$ cat src/rtl/montgomery_pkg.sv
// Shared definitions for the Montgomery constant generator and, later,
// the Montgomery multiplier that consumes its R / R^2 mod N results.
package montgomery_pkg;

    // Controller states of the constant generator.
    typedef enum logic [2:0] {
        ST_IDLE     = 3'd0,
        ST_FIND_R   = 3'd1,
        ST_INIT_ACC = 3'd2,
        ST_DOUBLE   = 3'd3,
        ST_FINISH   = 3'd4
    } state_t;

    // Smallest modulus accepted; anything below (or even) is rejected.
    localparam int unsigned MIN_MODULUS = 32'd3;

endpackage

$ cat src/rtl/montgomery_const_gen_mod_double_step.sv
// One modular doubling step: result = (2 * acc) mod modulus.
// Assumes acc < modulus, so a single conditional subtraction suffices.
module mod_double_step #(
    parameter int DATA_WIDTH = 8
) (
    input  logic [DATA_WIDTH-1:0] acc,
    input  logic [DATA_WIDTH-1:0] modulus,
    output logic [DATA_WIDTH-1:0] result
);

    logic [DATA_WIDTH:0] t_s;
    logic                ge_s;

    assign t_s = {acc, 1'b0};

    // The carry-out bit alone already proves t >= modulus.
    assign ge_s = t_s[DATA_WIDTH] | (t_s[DATA_WIDTH-1:0] >= modulus);

    // Conditional subtraction; the true difference is below modulus,
    // so the low DATA_WIDTH bits of the wrapped subtraction are exact.
    always_comb begin
        if (ge_s) begin
            result = t_s[DATA_WIDTH-1:0] - modulus;
        end else begin
            result = t_s[DATA_WIDTH-1:0];
        end
    end

endmodule

$ cat src/rtl/montgomery_const_gen.sv
// Montgomery constant generator: for an odd modulus N >= 3 computes
// k = bitlength(N), R = 2^k and R^2 mod N using only shifts, compares
// and subtractions. Illegal moduli complete immediately with error set.
module montgomery_const_gen
    import montgomery_pkg::*;
#(
    parameter  int DATA_WIDTH = 8,
    localparam int K_WIDTH    = $clog2(DATA_WIDTH + 1)
) (
    input  logic                  clk,
    input  logic                  rst,
    input  logic                  start,
    input  logic [DATA_WIDTH-1:0] modulant,
    output logic [DATA_WIDTH:0]   R_out,
    output logic [DATA_WIDTH-1:0] R2_out,
    output logic [K_WIDTH-1:0]    k_out,
    output logic                  busy,
    output logic                  done,
    output logic                  error
);

    state_t                  state_r;
    state_t                  state_next_s;
    logic [DATA_WIDTH-1:0]   n_r;
    logic [DATA_WIDTH:0]     r_r;
    logic [K_WIDTH-1:0]      k_r;
    logic [K_WIDTH-1:0]      cnt_r;
    logic [DATA_WIDTH-1:0]   acc_r;
    logic                    busy_r;
    logic                    done_r;
    logic                    error_r;

    logic                    legal_s;
    logic                    r_le_n_s;
    logic [DATA_WIDTH-1:0]   r_mod_n_s;
    logic [DATA_WIDTH-1:0]   step_s;

    // Modulus must be odd and at least MIN_MODULUS.
    assign legal_s   = modulant[0] & (modulant >= DATA_WIDTH'(MIN_MODULUS));
    assign r_le_n_s  = (r_r <= {1'b0, n_r});
    // N < R < 2N for odd N, so R mod N is a single subtraction whose
    // result fits in DATA_WIDTH bits.
    assign r_mod_n_s = r_r[DATA_WIDTH-1:0] - n_r;

    mod_double_step #(
        .DATA_WIDTH (DATA_WIDTH)
    ) u_double (
        .acc     (acc_r),
        .modulus (n_r),
        .result  (step_s)
    );

    // Next-state selection for the controller.
    always_comb begin
        state_next_s = state_r;
        case (state_r)
            ST_IDLE: begin
                if (start) begin
                    if (legal_s) begin
                        state_next_s = ST_FIND_R;
                    end else begin
                        state_next_s = ST_FINISH;
                    end
                end else begin
                    state_next_s = ST_IDLE;
                end
            end
            ST_FIND_R: begin
                if (r_le_n_s) begin
                    state_next_s = ST_FIND_R;
                end else begin
                    state_next_s = ST_INIT_ACC;
                end
            end
            ST_INIT_ACC: begin
                state_next_s = ST_DOUBLE;
            end
            ST_DOUBLE: begin
                if (cnt_r == K_WIDTH'(1)) begin
                    state_next_s = ST_FINISH;
                end else begin
                    state_next_s = ST_DOUBLE;
                end
            end
            ST_FINISH: begin
                state_next_s = ST_IDLE;
            end
            default: begin
                state_next_s = ST_IDLE;
            end
        endcase
    end

    // State register, status flags and datapath registers.
    always_ff @(posedge clk) begin
        if (rst) begin
            state_r <= ST_IDLE;
            n_r     <= '0;
            r_r     <= '0;
            k_r     <= '0;
            cnt_r   <= '0;
            acc_r   <= '0;
            busy_r  <= 1'b0;
            done_r  <= 1'b0;
            error_r <= 1'b0;
        end else begin
            state_r <= state_next_s;
            busy_r  <= (state_next_s != ST_IDLE);
            // done is high exactly while the FSM sits in FINISH.
            done_r  <= (state_next_s == ST_FINISH);
            case (state_r)
                ST_IDLE: begin
                    if (start) begin
                        n_r   <= modulant;
                        k_r   <= '0;
                        cnt_r <= '0;
                        acc_r <= '0;
                        if (legal_s) begin
                            r_r     <= {{DATA_WIDTH{1'b0}}, 1'b1};
                            error_r <= 1'b0;
                        end else begin
                            // Rejected modulus: report zeros with error,
                            // raised together with done.
                            r_r     <= '0;
                            error_r <= 1'b1;
                        end
                    end else begin
                        n_r <= n_r;
                    end
                end
                ST_FIND_R: begin
                    if (r_le_n_s) begin
                        r_r <= r_r << 1;
                        k_r <= k_r + K_WIDTH'(1);
                    end else begin
                        r_r <= r_r;
                    end
                end
                ST_INIT_ACC: begin
                    acc_r <= r_mod_n_s;
                    cnt_r <= k_r;
                end
                ST_DOUBLE: begin
                    // k doublings of R mod N yield R * 2^k mod N = R^2 mod N.
                    acc_r <= step_s;
                    cnt_r <= cnt_r - K_WIDTH'(1);
                end
                ST_FINISH: begin
                    acc_r <= acc_r;
                end
                default: begin
                    acc_r <= acc_r;
                end
            endcase
        end
    end

    assign R_out  = r_r;
    assign R2_out = acc_r;
    assign k_out  = k_r;
    assign busy   = busy_r;
    assign done   = done_r;
    assign error  = error_r;

endmodule

$ cat config.mk
export PLATFORM = sky130hd
export DESIGN_NAME = montgomery_const_gen
export DESIGN_NICKNAME = d
export VERILOG_FILES = /design/src/rtl/montgomery_pkg.sv /design/src/rtl/montgomery_const_gen_mod_double_step.sv /design/src/rtl/montgomery_const_gen.sv
export SDC_FILE = /design/constraint.sdc
export NUM_CORES = 1
export LEC_CHECK = 0
export ABC_AREA = 1
export BUFFER_PORTS_ARGS = -buffer_cell sky130_fd_sc_hd__buf_2
export CAP_MARGIN = 20
export CORE_ASPECT_RATIO = 1.1
export CORE_MARGIN = 2
export CORE_UTILIZATION = 45
export DETAILED_ROUTE_END_ITERATION = 10
export GPL_ROUTABILITY_DRIVEN = 0
export PLACE_DENSITY = 0.71
export SYNTH_ARGS = -nofsm -noshare
export SYNTH_HDL_FRONTEND = slang
export SYNTH_SLANG_ARGS = --single-unit
$ cat constraint.sdc
create_clock -name clk -period 4.2 [get_ports clk]
set_input_delay 1.26 -clock clk [delete_from_list [all_inputs] [get_ports clk]]
set_output_delay 1.26 -clock clk [all_outputs]
set_load 0.02 [all_outputs]
### Word-level counts from Yosys, hierarchy flattened

Cells that the tools add are included.

| operators by class | value |
|---|---|
| add/sub/neg operators | 4 |
| order comparisons | 3 |
| equality and inequality tests | 7 |
| multiplexer cells | 17 |
| bitwise operators | 2 |
| reductions and logical operators | 7 |

Operators with widths:

| kind | number |
|---|---|
| 8-bit one-hot mux with 3 select lines | 1 |
| 9-bit 2-to-1 mux | 2 |
| 9-bit one-hot mux with 2 select lines | 1 |
| 8-bit 2-to-1 mux | 2 |
| 8-bit subtractor | 2 |
| 3-bit one-hot mux with 4 select lines | 1 |
| 4-bit one-hot mux with 3 select lines | 1 |
| 9-bit by 8-bit less-or-equal comparator with 1-bit output | 1 |
| 3-bit 2-to-1 mux | 3 |
| 8-bit by 2-bit greater-or-equal comparator with 1-bit output (second input constant) | 1 |
| 8-bit greater-or-equal comparator | 1 |
| 4-bit 2-to-1 mux | 2 |
| 4-bit one-hot mux with 2 select lines | 1 |
| 3-bit by 2-bit equality test with 1-bit output (second input constant) | 2 |
| 3-bit nonzero test | 2 |
| 4-bit by 1-bit adder with 4-bit output (second input constant) | 1 |
| 4-bit by 1-bit equality test with 1-bit output (second input constant) | 1 |
| 2-bit inequality test (second input constant) | 2 |
| 2-bit AND reduction | 2 |
| 4-bit by 1-bit subtractor with 4-bit output (second input constant) | 1 |
| 3-bit by 1-bit equality test with 1-bit output (second input constant) | 1 |
| 3-bit equality test (second input constant) | 1 |
| 3-bit zero test | 1 |
| 3-bit AND reduction | 1 |
| other kinds (5) | 6 |

| word-level totals | value |
|---|---|
| flip-flop bits (word level) | 39 |
| output and inout bits | 24 |

### Longest topological paths before layout

| depth | value |
|---|---|
| depth in word-level cells | 6 |
| gate-level depth with buffers | 14 |
| gate-level depth less buffers | 14 |

### Hierarchy

Synthesis repeated with hierarchy kept, for this count alone.

| unflattened totals | value |
|---|---|
| cells, all modules | 414 |
| area, all modules | 2860.2 um^2 |

Modules (own cells, without submodules):

| module | times used | cells each | area an instance (um^2) | seq. area each (um^2) |
|---|---|---|---|---|
| montgomery_const_gen | 1 | 320 | 2358.5 | 780.7 |
| mod_double_step | 1 | 94 | 501.7 | 0.0 |

### Worst setup path before layout

Ideal clock, no wire load.

| timing | value |
|---|---|
| path type | input to register |
| start point | in rst |
| end point | reg busy_r, in the netlist busy |
| library setup time | 0.131 ns |
| arrival | 1.935 ns |
| required time | 4.069 ns |
| slack | 2.134 ns |
| stages on the path | 5 |
| buffers on the path | 2 |
| path through | clkbuf_1 > inv_1 > buf_1 > nand2_1 > o21ai_0 |

RTL lines:

| what | RTL line | source |
|---|---|---|
| from (decl) | montgomery_const_gen.sv:11 | `input logic rst,` |
| to (signal assigned) | montgomery_const_gen.sv:108 | `busy_r <= (state_next_s != ST_IDLE);` |
| to (decl) | montgomery_const_gen.sv:29 | `logic busy_r;` |

==> results.tsv <==
stage	metric	value	unit
status	status	finished, final reports clean	
routing	DR pass1 iterations	4	
worst_setup_path	Critical Path AT	2.45	ns
clock_network	clk_lat worst skew	0.30	ns
timing	setup TNS	0	ns
power	peak ir drop on the vdd network	308	uV
final_layout	antenna diode count	0	
timing	Final min period	2.23	ns
floorplanning	Die ar.	6520	um^2
clock_network	root buf cell	clkbuf_8	
final_layout	register area	781	um^2
floorplanning	Die Ht	84.5	um
grt	GR Overflow Total	0	
final_layout	fin util	51.3	%
clock_network	cts hold-fix bufs	0	
routing	DR WL/cell	12.2	um
worst_setup_path	worst-path cell chain	buf_2 -> inv_1 -> o21ai_0 -> a21oi_1	
worst_setup_path	worst path required time	4.43	ns
worst_setup_path	Top Family by Delay on Critical Path	buffers and inverters	
yosys	Netlist cell types	37	
final_layout	layout cells sized above 1	14.7	%
hold_path	worst hold path class	register to register	
yosys	Yosys reg bits	39	
power	Pwr Density	627	nW/um^2
clock_network	post-CTS sizing	0	
worst_setup_path	Worst Setup Start Kind	input pin	
grt	initial antenna violation count	0	
final_layout	area of the multi-input gates	1570	um^2
clock_network	CTS tree	yes	
timing	worst slew pin tran	0.853	ns
yosys	Synth warnings	0	
routing	WL final	6220	um
final_layout	FILL cells	614	
clock_network	Sink Count	39	
worst_setup_path	Slowest cell on crit path	inv_1	
grt	global-route usage over all layers	20.1	%
routing	First DRT Iteration DRCs	83	
place	DP HPWL	4850	um
timing	endpoints failing setup	0	
grt	largest net degree at the start of global routing	32	
power	leakage power	1.48	nW
clock_network	H-tree depth	2	
worst_setup_path	CP peak stage delay	0.64	ns
timing	Final Max Tran Viols	0	
yosys	syn_nets	436	
floorplanning	initial core utilization	46.3	%
place	Port-buffer cells	34	
floorplanning	Core ar.	5730	um^2
yosys	Syn Area/Cell	6.57	um^2
final_layout	nets@finish	467	
yosys	top_reg_cell synth	dfxtp_1	
timing	final worst-path cycle share	53.0	%
final_layout	commonest non-fill, non-tap cells in the layout	nand2_1 (84), inv_1 (59), nor2_1 (47)	
yosys	Syn Inst Count	404	
routing	final antenna-violating net count	0	
clock_network	clock buffer depth	2	
final_layout	most common cell after layout, fill and taps aside	nand2_1	
final_layout	P&R area growth vs syn	10.8	%
run	Max Cap Viol	0	
timing	Slew Limit Headroom	43.1	%
final_layout	Final Instance Area	2940	um^2
timing	clock skew	0.00710	ns
worst_setup_path	WS Path Type	input pin to register	
yosys	synthesized area	2650	um^2
clock_network	Clk pin slew, worst setup/hold paths	0.08	ns
floorplanning	I/O pins	35	
grt	vias in the first global route	2389	
final_layout	fin cells	511	
yosys	EDFF count, synth	0	
place	pre-CTS WS	1.68	ns
worst_setup_path	Worst setup EP type	register	
routing	DR vias	2567	
worst_setup_path	Bufs and invs on worst path	2	
grt	first-pass GRT wire length	10700	um
timing	unrepaired setup endpoints after global routing	false	
power	Overall Power	1.84	mW
timing	fmax	0.449	GHz
routing	drt drc	0	
timing	Final WS setup	1.97	ns
floorplanning	Core Rows	29	
place	Placed Area	2860	um^2
place	Placed Cells incl. Taps	505	
yosys	post-synthesis sequential area ratio	29.4	%
floorplanning	die width	77.2	um
clock_network	TritonCTS Buffers	5	
routing	post-DR vias/cell	5.02	
yosys	ys async rst share	0	%
clock_network	Post-CTS Setup Bufs	0	
timing	Hold WS	0.520	ns
timing	final hold vios	0	
worst_setup_path	CP max FO	30	
## area by class of cell
type | count | area share (%)
clock buffers | 5 | 2.34
clock inverters | 1 | 0.255
multi-input cells | 290 | 53.5
flip-flops and latches | 39 | 26.6
inverters | 65 | 8.30
well taps | 77 | 3.28
repair buffers | 34 | 5.79
## state kept, by name, indices dropped and copies added, names as in the netlist
signal / flops
done: 1
cnt_r: 4
k_out: 4
n_r: 8
R_out: 9
busy: 1
state_r: 3
R2_out: 8
error: 1
## per-layer routing
| layer | wire length (um) | part of all wire [%] | vias to the layer above | global-route usage, % |
|---|---|---|---|---|
| met5 | 0 | 0 | - | 0 |
| met1 | 2760 | 44 | 1152 | 24.1 |
| met2 | 3120 | 50 | 51 | 36.2 |
| li1 | - | - | 1356 | - |
| met3 | 232 | 3.7 | 8 | 3.44 |
| met4 | 103 | 1.7 | 0 | 6.66 |
## path summary, 6_finish.rpt
kind / start / slack [ns] / end / cells past startpoint
max: rst / 1.97 / n_r[3] / 4
max reg2reg: R2_out[0] / 2.07 / R2_out[4] / 10
min: cnt_r[3] / 0.52 / cnt_r[3] / 2
min reg2reg: cnt_r[3] / 0.52 / cnt_r[3] / 2
## tightest hold or removal path: cells and delay by family (launching register included)
family | cells | cell delay [ns]
flip-flops | 1 | 0.33
AND/OR/NAND/NOR | 1 | 0.07
AO/OA/AOI/OAI | 1 | 0.07
## cells by family (layout without fill, tap and decap cells)
| group | count (synthesis) | after routing | share of synthesized area [%] |
|---|---|---|---|
| adder cells (fa/ha/maj) | 21 | 21 | 10.5 |
| XOR/XNOR | 3 | 3 | 0.991 |
| AND/OR/NAND/NOR | 192 | 192 | 32.8 |
| flip-flops | 39 | 39 | 29.4 |
| buffers and inverters | 75 | 105 | 11.3 |
| AO/OA/AOI/OAI | 74 | 74 | 15.0 |
## where the power goes
part,switching (mW),internal (mW)
registers,0.0748,0.453
logic,0.702,0.373
clock network,0.131,0.110
## cell usage after synthesis, types with 2 or more instances
master    count  area, um^2
o211ai_1      2        15.0
nand3_1      32         160
fa_1          2        40.0
o21ai_0      27         135
o21ai_1       2        10.0
nor2_2        3        18.8
nand4_1       2        12.5
nand2_1      84         315
clkbuf_1      2        7.51
a21oi_1      32         160
nor3_1        5        25.0
nand2_4       2        22.5
o22ai_1       3        18.8
nand2_2       3        18.8
a31oi_1       2        12.5
xor2_1        2        17.5
inv_1        59         221
nand3b_1      4        30.0
a21oi_2       2        17.5
inv_2         6        22.5
buf_2         5        25.0
nor2_1       47         176
ha_1         19         238
a21boi_0      2        15.0
nor2_4        2        22.5
dfxtp_1      39         781
nand3_2       2        20.0
or2_2         3        18.8
Power figures use the tool's default switching activity.
